==> config.mk <==
export PLATFORM = sky130hd
export DESIGN_NAME = lsu_mem_ctrl
export DESIGN_NICKNAME = d
export VERILOG_FILES = /design/src/rtl/lsu_mem_ctrl.sv
export SDC_FILE = /design/constraint.sdc
export NUM_CORES = 1
export LEC_CHECK = 0
export ABC_AREA = 1
export BUFFER_PORTS_ARGS = -buffer_cell sky130_fd_sc_hd__buf_2
export CORE_MARGIN = 2
export CORE_UTILIZATION = 50
export DETAILED_ROUTE_END_ITERATION = 10
export PLACE_DENSITY_LB_ADDON = 0.12
export SLEW_MARGIN = 40
export SYNTH_ARGS = -nofsm -noshare
export SYNTH_HDL_FRONTEND = slang
export SYNTH_SLANG_ARGS = --single-unit
==> constraint.sdc <==
create_clock -name clk -period 3.4 [get_ports clk]
set_input_delay 0.68 -clock clk [delete_from_list [all_inputs] [get_ports clk]]
set_output_delay 0.68 -clock clk [all_outputs]
set_load 0.05 [all_outputs]
==> src/rtl/lsu_mem_ctrl.sv <==
// lsu_mem_ctrl: LSU-to-data-memory access FSM; define MISALIGN_CHK_EN to trap misaligned requests
module lsu_mem_ctrl #(
  parameter int LATENCY = 2,
  parameter int TIMEOUT = 255
) (
  input  logic        clk,
  input  logic        rst,
  input  logic        req_cs,
  input  logic        req_wr,
  input  logic [3:0]  req_mask,
  input  logic [31:0] req_addr,
  input  logic [31:0] req_wdata,
  input  logic        mem_ready,
  input  logic [31:0] mem_rdata,
  output logic        mem_cs,
  output logic        mem_wr,
  output logic [3:0]  mem_mask,
  output logic [31:0] mem_addr,
  output logic [31:0] mem_wdata,
  output logic        stall,
  output logic        valid,
  output logic [31:0] rdata,
  output logic        err
);
  typedef enum logic [1:0] {IDLE, BUSY, DONE} state_t;
  localparam logic [7:0] LAT_M1 = 8'(LATENCY - 1);
  localparam logic [8:0] TMO = 9'(TIMEOUT);
  state_t state_q, state_d;
  logic [7:0] cnt_q, cnt_d;
  logic wr_q;
  logic [3:0] mask_q;
  logic [31:0] addr_q, wdata_q, rdata_q, rdata_d;
  logic err_q, err_d, cap, hit, tmo, mis;
`ifdef MISALIGN_CHK_EN
  assign mis = (req_mask == 4'hf && req_addr[1:0] != 2'b00) || ((req_mask == 4'h3 || req_mask == 4'hc) && req_addr[0]);
`else
  assign mis = 1'b0;
`endif
  assign cap = state_q == IDLE && !req_cs;
  assign hit = state_q == BUSY && cnt_q >= LAT_M1 && mem_ready;
  assign tmo = state_q == BUSY && !hit && ({1'b0, cnt_q} + 9'd1 >= TMO);
  // next state, busy-cycle counter and completion status latched on entry to DONE
  always_comb begin
    state_d = state_q;
    cnt_d = cnt_q;
    err_d = 1'b0;
    rdata_d = rdata_q;
    unique case (state_q)
      IDLE: if (cap) begin
        state_d = mis ? DONE : BUSY;
        cnt_d = '0;
        err_d = mis;
        rdata_d = mis ? '0 : rdata_q;
      end
      BUSY: begin
        cnt_d = ({1'b0, cnt_q} == TMO) ? cnt_q : cnt_q + 8'd1;
        if (hit || tmo) begin
          state_d = DONE;
          err_d = tmo;
          rdata_d = (hit && wr_q) ? mem_rdata : '0;
        end
      end
      default: state_d = IDLE;
    endcase
  end
  // state, counter, captured request and returned data registers
  always_ff @(posedge clk) begin
    if (!rst) begin
      state_q <= IDLE;
      cnt_q <= '0;
      wr_q <= 1'b1;
      mask_q <= '0;
      addr_q <= '0;
      wdata_q <= '0;
      rdata_q <= '0;
      err_q <= 1'b0;
    end else begin
      state_q <= state_d;
      cnt_q <= cnt_d;
      rdata_q <= rdata_d;
      err_q <= err_d;
      if (cap) begin
        wr_q <= req_wr;
        mask_q <= req_mask;
        addr_q <= req_addr;
        wdata_q <= req_wdata;
      end
    end
  end
  assign mem_cs = state_q != BUSY;
  assign mem_wr = wr_q;
  assign mem_mask = mask_q;
  assign mem_addr = addr_q;
  assign mem_wdata = wdata_q;
  assign stall = rst && (cap || state_q == BUSY);
  assign valid = state_q == DONE;
  assign rdata = rdata_q;
  assign err = err_q;
endmodule

=== Yosys cells after proc, flatten, opt, wreduce, memory -nomap -nowiden ===
Index checks and enable logic that the tools add are counted.

* Order comparisons: 2
* Mux-type cells: 7
* Reduce and logical (&&, ||, !) cells: 17
* Add/subtract/negate cells: 2
* Equal/unequal tests: 7

{| class="wikitable"
|+ Operators by type and width
! operator !! number
|-
| 32-bit 2-to-1 mux || 1
|-
| 8-bit 2-to-1 mux || 2
|-
| 8-bit one-hot mux with 2 select lines || 1
|-
| 8-bit by 1-bit adder with 9-bit output, second input constant || 1
|-
| 9-bit by 8-bit greater-or-equal comparator with 1-bit output, second input constant || 1
|-
| 8-bit by 1-bit adder with 8-bit output, second input constant || 1
|-
| 8-bit == test, second input constant || 1
|-
| 8-bit by 1-bit greater-or-equal comparator with 1-bit output, second input constant || 1
|-
| 1-bit logical AND || 7
|-
| 3-bit AND reduction || 2
|-
| 2-bit 2-to-1 mux || 2
|-
| 2-bit by 1-bit != test with 1-bit output, second input constant || 2
|-
| 2-bit != test, second input constant || 2
|-
| 2-bit one-hot mux with 2 select lines || 1
|-
| 2-bit AND reduction || 2
|-
| 2-bit by 1-bit == test with 1-bit output, second input constant || 1
|-
| 2-bit == test, second input constant || 1
|-
| 1-bit logical NOT || 2
|-
| 2-bit logical NOT || 1
|-
| 1-bit logical OR || 2
|-
| 2-bit nonzero test || 1
|}

* Bits in registers: 112
* Input port bits: 105
* Output and inout port bits: 105
* Logic and storage cells: 43

=== Longest topological paths before layout ===
* Depth in word-level cells: 9
* Mapped depth: 14
* Mapped depth without buffers: 13

=== Worst setup path before layout ===
Ideal clock, no wire load.

* Path type: in2out
* Start point: input req_cs
* End point: output stall
* Stages on the path: 4
* Arrival: 1.997 ns
* Slack: 0.723 ns
* Required time: 2.720 ns
* Path through: nor2_2 > inv_2 > clkbuf_1 > a21oi_1

* Word-level cells in the longest chain between the ends: 4

{| class="wikitable"
|+ Ends and longest elaborated chain
! item !! RTL line !! source
|-
| start, declared || 8 || <nowiki>input logic req_cs,</nowiki>
|-
| 1-bit logical NOT || 39 || <nowiki>assign cap = state_q == IDLE && !req_cs;</nowiki>
|-
| 1-bit logical AND || 39 ||
|-
| 1-bit logical OR || 95 || <nowiki>assign stall = rst && (cap || state_q == BUSY);</nowiki>
|-
| 1-bit logical AND || 95 ||
|-
| end, declared || 20 || <nowiki>output logic stall,</nowiki>
|}

Every way passes these cells.

=== Worst setup path after layout ===
* Start point: register state_q[0]
* End point: output stall

* Word-level cells in the longest chain between the ends: 4
* Elaborated cells between the ends (all ways): 5

{| class="wikitable"
|+ Ends and longest elaborated chain
! item !! RTL line !! source
|-
| start, declared || 28 || <nowiki>state_t state_q, state_d;</nowiki>
|-
| start signal, assigned || 78 || <nowiki>state_q <= state_d;</nowiki>
|-
| 2-bit logical NOT || 39 ||
|-
| 1-bit logical AND || 39 ||
|-
| 1-bit logical OR (*) || 95 ||
|-
| 1-bit logical AND (*) || 95 ||
|}

Every way passes the cells marked *; elsewhere a longest branch is shown, timed or not.

==> flow_summary_export.csv <==
group,metric,value,unit
logic_synthesis,ys_ff_latch,112,
clocking,cts_buffer_depth,2,
setup_path,start_kind,"flop",
run_status,outcome,"finished, final reports clean",
setup_path,critPathTopFamily,"buffers and inverters",
detailed_routing,drt_wl_total,11910,um
clocking,hold_buffers,0,
timing,max_freq,0.4020,GHz
setup_path,slowest_delay,360,ps
layout,antennaDiodeCount,0,
logic_synthesis,postSynthCellCount,651,
detailed_routing,ant_nets,0,
detailed_routing,drt_iter0_markers,145,
detailed_routing,vias,4623,
power,power_density,520.6,nW/um^2
layout,syn_to_final_growth,27.34,%
timing,finalSetupTns,0,ps
floorplan,die_h,99.14,um
detailed_routing,top_layer,"met4",
global_route,grt_max_degree,104,
floorplan,placementRows,34,
clocking,numCtsBuffers,9,
detailed_routing,post_drt_wl_per_cell,12.52,um
floorplan,core_area,8763,um^2
logic_synthesis,async_reset_ff_frac,0,
clocking,cts_resized,0,
clocking,h-tree-depth,3,
global_route,grt_usage,0.2413,
logic_synthesis,synth_edf_count,0,
logic_synthesis,ys_seq_area_frac,0.4954,
layout,nNetsFinal,947,
timing,setup_viol,0,
logic_synthesis,synth_area_per_cell,6.952,um^2
placed_design,place.port_buffers,209,
clocking,clkLatencyLatePin,370,ps
setup_path,end_kind,"primary output",
clocking,cts.sinks,112,
detailed_routing,wl_met1,4998,um
global_route,antenna_found_initial,0,
placed_design,gp_congestion,0.8857,
logic_synthesis,synth_cell_type_count,25,
power,total_power,3.000,mW
timing,worst_slew_pin_slew,682.4,ps
timing,slew_headroom,0.5451,
clocking,clk_pin_slew_worst_paths,100,ps
setup_path,cp.buffers_inverters,4,
power,leakagePower,3.086,nW
layout,drive_gt1_frac,0.2859,
layout,final_cell_mix,"nor2_1 (218), buf_2 (209), dfxtp_1 (112), nand2_1 (94), o21ai_0 (68)",
global_route,grt_pass1_vias,4492,
setup_path,crit_slowest_cell,"dfxtp_1",
setup_path,path_class,"flop to primary output",
floorplan,die_x,99.14,um
clocking,cts_tree,"built",
clocking,cts_root_buf,"clkbuf_8",
timing,timing.final.hold_violations,0,
setup_path,crit_path_frequent_cell,"inv_1",
logic_synthesis,ys.warnings.count,0,
detailed_routing,viasPerCell,4.861,
setup_path,cp_data_required_time,2720,ps
timing,min_period,2488,ps
detailed_routing,dr_wl_met2,5742,um
placed_design,hpwl,8183,um
layout,final_core_util,0.6576,
logic_synthesis,syn_area,4526,um^2
worst_hold_path,hp-class,"flop to flop",
timing,fin_worst_skew,18.52,ps
setup_path,path_cells,"inv_1, nor2_2, buf_4, inv_1, a21oi_1, buf_2",
setup_path,cp_max_fo,39,
floorplan,ios,210,
detailed_routing,drc_errors,0,
setup_path,cp.arrival,1810,ps
floorplan,initial_utilization,0.5164,
power,peakVddDrop,0.3038,mV
timing,rsz0062_at_grt,"false",
timing,maxSlewViolCount,0,
detailed_routing,dr.pass1.iters,4,
timing,period_share,0.7317,
global_route,grt_pass1_wl,19690,um
logic_synthesis,synth_flop_cell,"dfxtp_1",
detailed_routing,wl_met3,933,um
clocking,postCtsSetupRepairBufs,0,
run,maxCapViolCount,0,
layout,layout.cells.most_common,"nor2_1",
floorplan,die_area,9828,um^2
logic_synthesis,syn-num-nets,760,
global_route,overflow,0,
## area by class of cell
cell class              count  area (um^2)
fillers                   785         3000
flip-flops and latches    112         2242
multi-input cells         449         1926
repair buffers            214         1087
inverters                  52        195.2
clock buffers              10        137.6
well taps                 108        135.1
clock inverters             6        40.04
## Yosys cell counts, types with 2 or more instances
cell / number / area [um^2]
a21oi_1: 24 / 120.1
buf_1: 2 / 7.510
buf_2: 7 / 35.03
buf_6: 2 / 22.52
clkbuf_1: 26 / 97.59
dfxtp_1: 112 / 2242
ha_1: 4 / 50.05
inv_1: 48 / 180.2
inv_2: 3 / 11.26
nand2_1: 94 / 352.8
nand3_1: 26 / 130.1
nand3_2: 2 / 20.02
nor2_1: 219 / 822.0
nor2_2: 2 / 12.51
nor4_1: 2 / 12.51
o21ai_0: 68 / 340.3
o21ai_1: 2 / 10.01
## tightest hold or removal path, cell delays in order (launching register included)
cell	delay, ps
dfxtp_1	340
a21oi_1	40
nor2_1	80
## cells by family (layout without fill, tap and decap cells)
group | Yosys count | count (layout) | share of synthesized area
buffers and inverters | 90 | 282 | 0.08073
adders and majority gates | 4 | 4 | 0.01106
DFF | 112 | 112 | 0.4954
xor gates and xnor gates | 1 | 1 | 0.001936
and+or+nand+nor | 349 | 349 | 0.3050
AOI/OAI and AO/OA | 95 | 95 | 0.1059
## metrics by stage
stage	cells	area, um^2	worst slack, ps	hold slack, ps
6_report	951	5763	912.2	487.2
5_1_grt	951	5763	786.0	512.2
4_1_cts	951	5759	912.6	493.8
3_5_place_dp	935	5582	1190	469.9
3_3_place_gp	935	5582	1212	464.3
2_1_floorplan	651	4526	723.1	454.0
## path summary, 6_finish.rpt
check	depth (start not counted)	start	endpoint	slack, ps
max	6	state_q[0]	stall	910
max reg2reg	11	cnt_q[0]	rdata[2]	1210
min	2	rdata[25]	rdata[25]	490
min reg2reg	2	rdata[25]	rdata[25]	490
## report_power, final
group          switching, mW  total [mW]  internal [mW]
clock network          0.448       0.736          0.289
logic                  0.608       0.801          0.193
registers             0.0493        1.46           1.41
## layer usage
metal,track usage,vias to the layer above
met3,0.06746,21
li1,-,2383
met2,0.4210,159
met4,0.08430,0
met5,0,-
met1,0.2853,2060
## sequential cells by signal, indices dropped and copies added, names as in the netlist
name       flops
state_q        2
mem_mask       4
mem_wr         1
err            1
mem_addr      32
mem_wdata     32
rdata         32
cnt_q          8
(Power assumes the default switching activity.)
